### src/rtl/rv32i_hazard_ctrl.sv
// Pipeline sequencing controller for the 5-stage RV32I core: load-use interlock,
// data-memory freeze, EX redirect flush, fetch hold, stall counter and timeout flag.
module rv32i_hazard_ctrl #(
  parameter int unsigned CNT_W    = 32,
  parameter int unsigned MAX_WAIT = 255,
  parameter int unsigned WAIT_W   = 8
) (
  input  logic             clk,
  input  logic             rst_n,
  input  logic [4:0]       FD_rs1,
  input  logic [4:0]       FD_rs2,
  input  logic [6:0]       FD_OP,
  input  logic [4:0]       DE_rd,
  input  logic [6:0]       DE_OP,
  input  logic             DE_RegWrite,
  input  logic             EX_redirect,
  input  logic             dmem_req,
  input  logic             dmem_ready,
  input  logic             imem_ready,
  output logic             stall_F,
  output logic             stall_D,
  output logic             stall_E,
  output logic             stall_M,
  output logic             flush_D,
  output logic             flush_E,
  output logic [1:0]       state,
  output logic [CNT_W-1:0] stall_count,
  output logic             mem_timeout
);

  typedef enum logic [1:0] {
    RUN      = 2'b00,
    MEM_WAIT = 2'b01,
    REDIRECT = 2'b10
  } state_e;

  localparam logic [6:0] OP_LOAD   = 7'b0000011;
  localparam logic [6:0] OP_STORE  = 7'b0100011;
  localparam logic [6:0] OP_BRANCH = 7'b1100011;
  localparam logic [6:0] OP_OPIMM  = 7'b0010011;
  localparam logic [6:0] OP_OP     = 7'b0110011;
  localparam logic [6:0] OP_JALR   = 7'b1100111;
  localparam logic [WAIT_W-1:0] MAX_WAIT_C = WAIT_W'(MAX_WAIT);

  state_e            state_q, state_d;
  logic [WAIT_W-1:0] wait_q, wait_d;
  logic [CNT_W-1:0]  cnt_q, cnt_d;
  logic              timeout_q, timeout_d;

  logic rs1_used, rs2_used, lu, mem_stall;
  logic s_f, s_d, s_e, s_m, f_d, f_e;

  always_comb begin
    rs1_used = FD_OP inside {OP_BRANCH, OP_LOAD, OP_STORE, OP_OPIMM, OP_OP, OP_JALR};
    rs2_used = FD_OP inside {OP_BRANCH, OP_STORE, OP_OP};
    lu = (DE_OP == OP_LOAD) && DE_RegWrite && (DE_rd != '0) &&
         (((DE_rd == FD_rs1) && rs1_used) || ((DE_rd == FD_rs2) && rs2_used));
    // Once frozen, only dmem_ready releases the pipeline; dmem_req no longer matters.
    mem_stall = (state_q == MEM_WAIT) ? !dmem_ready : (dmem_req && !dmem_ready);
  end

  always_comb begin
    s_f     = 1'b0;
    s_d     = 1'b0;
    s_e     = 1'b0;
    s_m     = 1'b0;
    f_d     = 1'b0;
    f_e     = 1'b0;
    state_d = RUN;
    if (mem_stall) begin
      s_f     = 1'b1;
      s_d     = 1'b1;
      s_e     = 1'b1;
      s_m     = 1'b1;
      state_d = MEM_WAIT;
    end else if ((state_q == REDIRECT) && !imem_ready) begin
      s_f     = 1'b1;
      f_d     = 1'b1;
      state_d = REDIRECT;
    end else if (EX_redirect) begin
      f_d     = 1'b1;
      f_e     = 1'b1;
      state_d = REDIRECT;
    end else if (lu) begin
      s_f = 1'b1;
      s_d = 1'b1;
      f_e = 1'b1;
    end else if (!imem_ready) begin
      s_f = 1'b1;
      f_d = 1'b1;
    end
  end

  always_comb begin
    wait_d    = '0;
    timeout_d = timeout_q;
    if ((state_q == MEM_WAIT) && !dmem_ready) begin
      wait_d = (wait_q == '1) ? wait_q : wait_q + 1'b1;
      if (wait_d >= MAX_WAIT_C) timeout_d = 1'b1;
    end
    cnt_d = cnt_q;
    if (s_f && (cnt_q != '1)) cnt_d = cnt_q + 1'b1;
  end

  always_ff @(posedge clk or negedge rst_n) begin
    if (!rst_n) begin
      state_q   <= RUN;
      wait_q    <= '0;
      cnt_q     <= '0;
      timeout_q <= 1'b0;
    end else begin
      state_q   <= state_d;
      wait_q    <= wait_d;
      cnt_q     <= cnt_d;
      timeout_q <= timeout_d;
    end
  end

  assign stall_F     = rst_n & s_f;
  assign stall_D     = rst_n & s_d;
  assign stall_E     = rst_n & s_e;
  assign stall_M     = rst_n & s_m;
  assign flush_D     = rst_n & f_d;
  assign flush_E     = rst_n & f_e;
  assign state       = state_q;
  assign stall_count = cnt_q;
  assign mem_timeout = timeout_q;

endmodule

### config.mk
export PLATFORM = sky130hd
export DESIGN_NAME = rv32i_hazard_ctrl
export DESIGN_NICKNAME = d
export VERILOG_FILES = /design/src/rtl/rv32i_hazard_ctrl.sv
export SDC_FILE = /design/constraint.sdc
export NUM_CORES = 1
export LEC_CHECK = 0
export ABC_AREA = 1
export CORE_UTILIZATION = 50
export CTS_BUF_LIST = sky130_fd_sc_hd__clkbuf_4 sky130_fd_sc_hd__clkbuf_8 sky130_fd_sc_hd__clkbuf_16
export CTS_CLUSTER_DIAMETER = 50
export DETAILED_ROUTE_END_ITERATION = 12
export GPL_TIMING_DRIVEN = 0
export PLACE_DENSITY = 0.81
export SLEW_MARGIN = 30
export SYNTH_ARGS = -nofsm -noshare
export SYNTH_HDL_FRONTEND = slang
export SYNTH_SLANG_ARGS = --single-unit
### constraint.sdc
create_clock -name clk -period 6.37 [get_ports clk]
set_clock_uncertainty 0.15 [all_clocks]
set_input_delay 1.911 -clock clk [delete_from_list [all_inputs] [get_ports clk]]
set_output_delay 1.911 -clock clk [all_outputs]
set_load 0.01 [all_outputs]
# Yosys cells after proc, flatten, opt, wreduce, memory -nomap -nowiden
# Index checks and enable logic that the tools add are counted.
[word_totals]
register_bits = 43
out_inout_bits = 41
[op_classes]
n_addsub = 2
order_cmp = 1
n_eq_ne = 13
n_mux = 23
n_bitwise = 5
n_reduce_logical = 16
[op_table]
columns = ["cell", "n"]
rows = [
  ["$add A32 B1 Y32 const B", 1],
  ["$ne A32 B32 Y1 const B", 1],
  ["$mux W1", 18],
  ["$mux W8", 2],
  ["$eq A7 B2 Y1 const B", 2],
  ["$eq A7 B6 Y1 const B", 2],
  ["$eq A7 B7 Y1 const B", 2],
  ["$eq A5 B5 Y1", 2],
  ["$logic_and A1 B1 Y1", 9],
  ["$add A8 B1 Y8 const B", 1],
  ["$eq A8 B8 Y1 const B", 1],
  ["$ge A8 B8 Y1 const B", 1],
  ["$eq A7 B5 Y1 const B", 1],
  ["$mux W2", 3],
  ["$reduce_bool A6 Y1", 1],
  ["$and A1 B1 Y1", 5],
  ["$reduce_bool A5 Y1", 1],
  ["$reduce_bool A3 Y1", 1],
  ["$eq A2 B1 Y1 const B", 1],
  ["$eq A2 B2 Y1 const B", 1],
  ["$logic_not A1 Y1", 2],
  ["$reduce_and A2 Y1", 1],
  ["$logic_or A1 B1 Y1", 1],
]

# Longest topological paths before layout
[logic_depth]
ltp_word = 10
ltp_mapped = 16

# Worst setup path after synthesis
# No wires, ideal clock.
[synth_path]
path_kind = "input to output"
from = "input port dmem_ready"
to = "output port stall_F"
arrival_time_ps = 2875
required_ps = 4309
setup_slack_ps = 1434
stages = 7
n_path_buf = 0
path_cell_list = "nor3_1 inv_2 o21ai_0 inv_2 nand2_1 inv_1 a21oi_1"
[synth_between]
elab_chain_cells = 5
[synth_rtl]
columns = ["item", "line", "rtl"]
rows = [
  ["start, declared", "18", "input logic dmem_ready,"],
  ["$logic_not A1 Y1 *", "59", "mem_stall = (state_q == MEM_WAIT) ? !dmem_ready : (dmem_req && !dmem_ready);"],
  ["$logic_and A1 B1 Y1", "59", ""],
  ["$mux W1 *", "59", ""],
  ["named net mem_stall", "50", "logic rs1_used, rs2_used, lu, mem_stall;"],
  ["$mux W1 *", "70", "if (mem_stall) begin"],
  ["$and A1 B1 Y1 *", "119", "assign stall_F = rst_n & s_f;"],
  ["end, declared", "20", "output logic stall_F,"],
]
# Mark *: on every way through the listed nets, which the timed path passes. The rest lies on a longest branch.

# Worst setup path after layout
# Ends and elaborated chain as after synthesis.

==> flow_summary.json <==
{
  "yosysSeqAreaShare": 0.355,
  "drv_cap": 0,
  "utilization": 0.703,
  "place_congestion": 0.884,
  "grt_antenna_before_repair": 0,
  "crit_fanout": 9,
  "clk_latency_ns": 0.30,
  "finalWirelength_mm": 8.00,
  "peakVddDrop_mv": 0.158,
  "ioPinCount": 77,
  "cts-root-buf": "clkbuf_8",
  "multiInputGateArea_um2": 1700,
  "min_path_type": "flip-flop to flip-flop",
  "dp.cells": 591,
  "cp.required_ns": 4.31,
  "hold_buffers": 0,
  "core_um2": 5680,
  "syn-num-nets": 480,
  "die_w_um": 79.9,
  "dominantRegCellSynth": "dfrtp_1",
  "tritoncts": "built",
  "postSynthCellCount": 442,
  "fill_cells": 527,
  "ys_ff_latch": 43,
  "synth.distinct_cells": 27,
  "htree_levels": 2,
  "fin_crit_sh": 0.942,
  "synth_area_per_cell_um2": 6.86,
  "yosysWarnings": 0,
  "layout_min_cycle_time_ns": 6.00,
  "die-area_um2": 6380,
  "arrival_ns": 3.94,
  "drc": 0,
  "first_global_vias": 2898,
  "grt_pass1_wl_mm": 13.6,
  "drive_above_1_share": 0.0664,
  "clock-sinks": 43,
  "post-cts-setup-buffer-count": 0,
  "slew-limit-headroom": 0.612,
  "synth_edf_count": 0,
  "final_cells": 599,
  "p_per_area_nw_per_um2": 168,
  "path_clk_slew_ns": 0.08,
  "hpwl_mm": 6.42,
  "rsz0062_at_grt": "no",
  "slew_viol_final": 0,
  "synth-async-reset-ratio": 1.00,
  "overflow": 0,
  "rows": 27,
  "end_kind": "primary output",
  "syn_area_um2": 3030,
  "vias": 3122,
  "hold_viol_final": 0,
  "cts_resized": 0,
  "worst_pin_slew_ns": 0.576,
  "diodes": 0,
  "critPathKind": "input pin to primary output",
  "cts-buffers-inserted": 5,
  "start_kind": "input pin",
  "power.leakage_nw": 1.92,
  "io_buffers": 76,
  "clock_path_buffers": 2,
  "grt_max_degree": 24,
  "dr.pass1.iters": 4,
  "grt_usage": 0.274,
  "fmaxAchievable_mhz": 167,
  "status": "completed",
  "start_util": 0.534,
  "fp.dieH_um": 79.9,
  "drt_iter0_drc": 254,
  "via_per_inst": 5.21,
  "final_nets": 564,
  "regArea_um2": 1080,
  "detail-route-antenna-nets": 0,
  "wl_per_cell_um": 13.3,
  "area_growth_syn_to_layout_pct": 31.6,
  "setup_viol": 0
}
## cell type report
cell class	instances	area share
Tap cell	72	0.0226
Clock buffer	5	0.0173
Buffer	11	0.0191
Sequential cell	43	0.270
Clock inverter	3	0.00376
Multi-Input combinational cell	341	0.427
Timing Repair Buffer	77	0.196
Inverter	47	0.0442
## layer usage
| metal | part of all wire | up-vias | wire [um] | track usage |
|---|---|---|---|---|
| met1 | 0.47 | 1450 | 3780 | 0.382 |
| met5 | 0 | - | 0 | 0 |
| met4 | 0.015 | 0 | 123 | 0.0696 |
| met2 | 0.46 | 86 | 3690 | 0.444 |
| li1 | - | 1573 | - | - |
| met3 | 0.051 | 13 | 409 | 0.0411 |
## critical path, stage by stage
cell and delay (ns):
clkdlybuf4s50_1 0.41, nor3_1 0.28, inv_2 0.14, o21ai_0 0.20, inv_2 0.11, nand2_1 0.10
inv_1 0.08, a21oi_1 0.15, clkdlybuf4s50_1 0.56
## where the power goes
| part | leakage, nW | internal (W) | switching, W |
|---|---|---|---|
| Clock | 0.0477 | 0.0000753 | 0.0000993 |
| Sequential | 0.585 | 0.000290 | 0.0000251 |
| Combinational | 1.29 | 0.0000883 | 0.0000924 |
## state kept, by name, summed over array words and instances (netlist names)
signal	count
stall_count	32
state	2
wait_q	8
mem_timeout	1
## cells in the mapped netlist (3+ instances only)
| master | instances | area, um2 |
|---|---|---|
| xnor2_1 | 13 | 114 |
| dfrtp_1 | 43 | 1080 |
| nand4_1 | 5 | 31.3 |
| buf_6 | 3 | 33.8 |
| nor4_1 | 3 | 18.8 |
| a21oi_1 | 6 | 30.0 |
| xor2_1 | 25 | 219 |
| nor2_1 | 41 | 154 |
| inv_1 | 42 | 158 |
| nand3_1 | 50 | 250 |
| inv_2 | 5 | 18.8 |
| nand2_1 | 157 | 589 |
| buf_2 | 7 | 35.0 |
| nor3_1 | 20 | 100 |
| o21ai_0 | 4 | 20.0 |
## through the flow
stage / setup TNS, ns / hold WS (ns) / setup WS, ns / instance area (um2) / total power [W]
after detailed placement: 0 / 0.306 / 0.363 / 3910 / 0.000500
after global placement: -4.04 / 0.301 / -0.731 / 3880 / 0.000495
after CTS: 0 / 0.336 / 0.359 / 3990 / 0.000674
after global routing: 0 / 0.384 / 0.204 / 3990 / 0.000702
final: 0 / 0.334 / 0.371 / 3990 / 0.000670
after floorplan: 0 / 0.350 / 1.43 / 3030 / 0.000408
## cells in the final DEF (no fill, tap or decap), drive strengths merged
cell type and count:
nor3 22, nand3b 2, a211oi 1, nand2 160, xor2 25, or2 2
nor2 41, o21ai 4, a31oi 1, buf 13, xnor2 13, a21oi 6
ha 2, dfrtp 43, nor3b 2, inv 47, nand3 50, clkdlybuf4s50 75
clkbuf 5, nand4 6, clkinv 3, nor4 4
## logic make-up after synthesis
| logic type | Yosys count | share of synthesized area |
|---|---|---|
| compound gates | 12 | 0.0211 |
| fa+ha+maj | 2 | 0.00825 |
| buf+inv | 58 | 0.0834 |
| xor+xnor | 38 | 0.110 |
| simple gates | 289 | 0.423 |
| flops | 43 | 0.355 |
## worst paths after layout
kind | start | cells past startpoint | slack [ns] | endpoint
setup / recovery | dmem_ready | 9 | 0.37 | stall_F
min in group asynchronous | rst_n | 1 | 1.44 | wait_q[2]
max in group asynchronous | rst_n | 2 | 4.14 | stall_count[8]
hold / removal | mem_timeout | 2 | 0.33 | mem_timeout
setup reg to reg | stall_count[0] | 9 | 4.09 | stall_count[2]
hold reg to reg | mem_timeout | 2 | 0.33 | mem_timeout
Power figures use the tool's default switching activity.
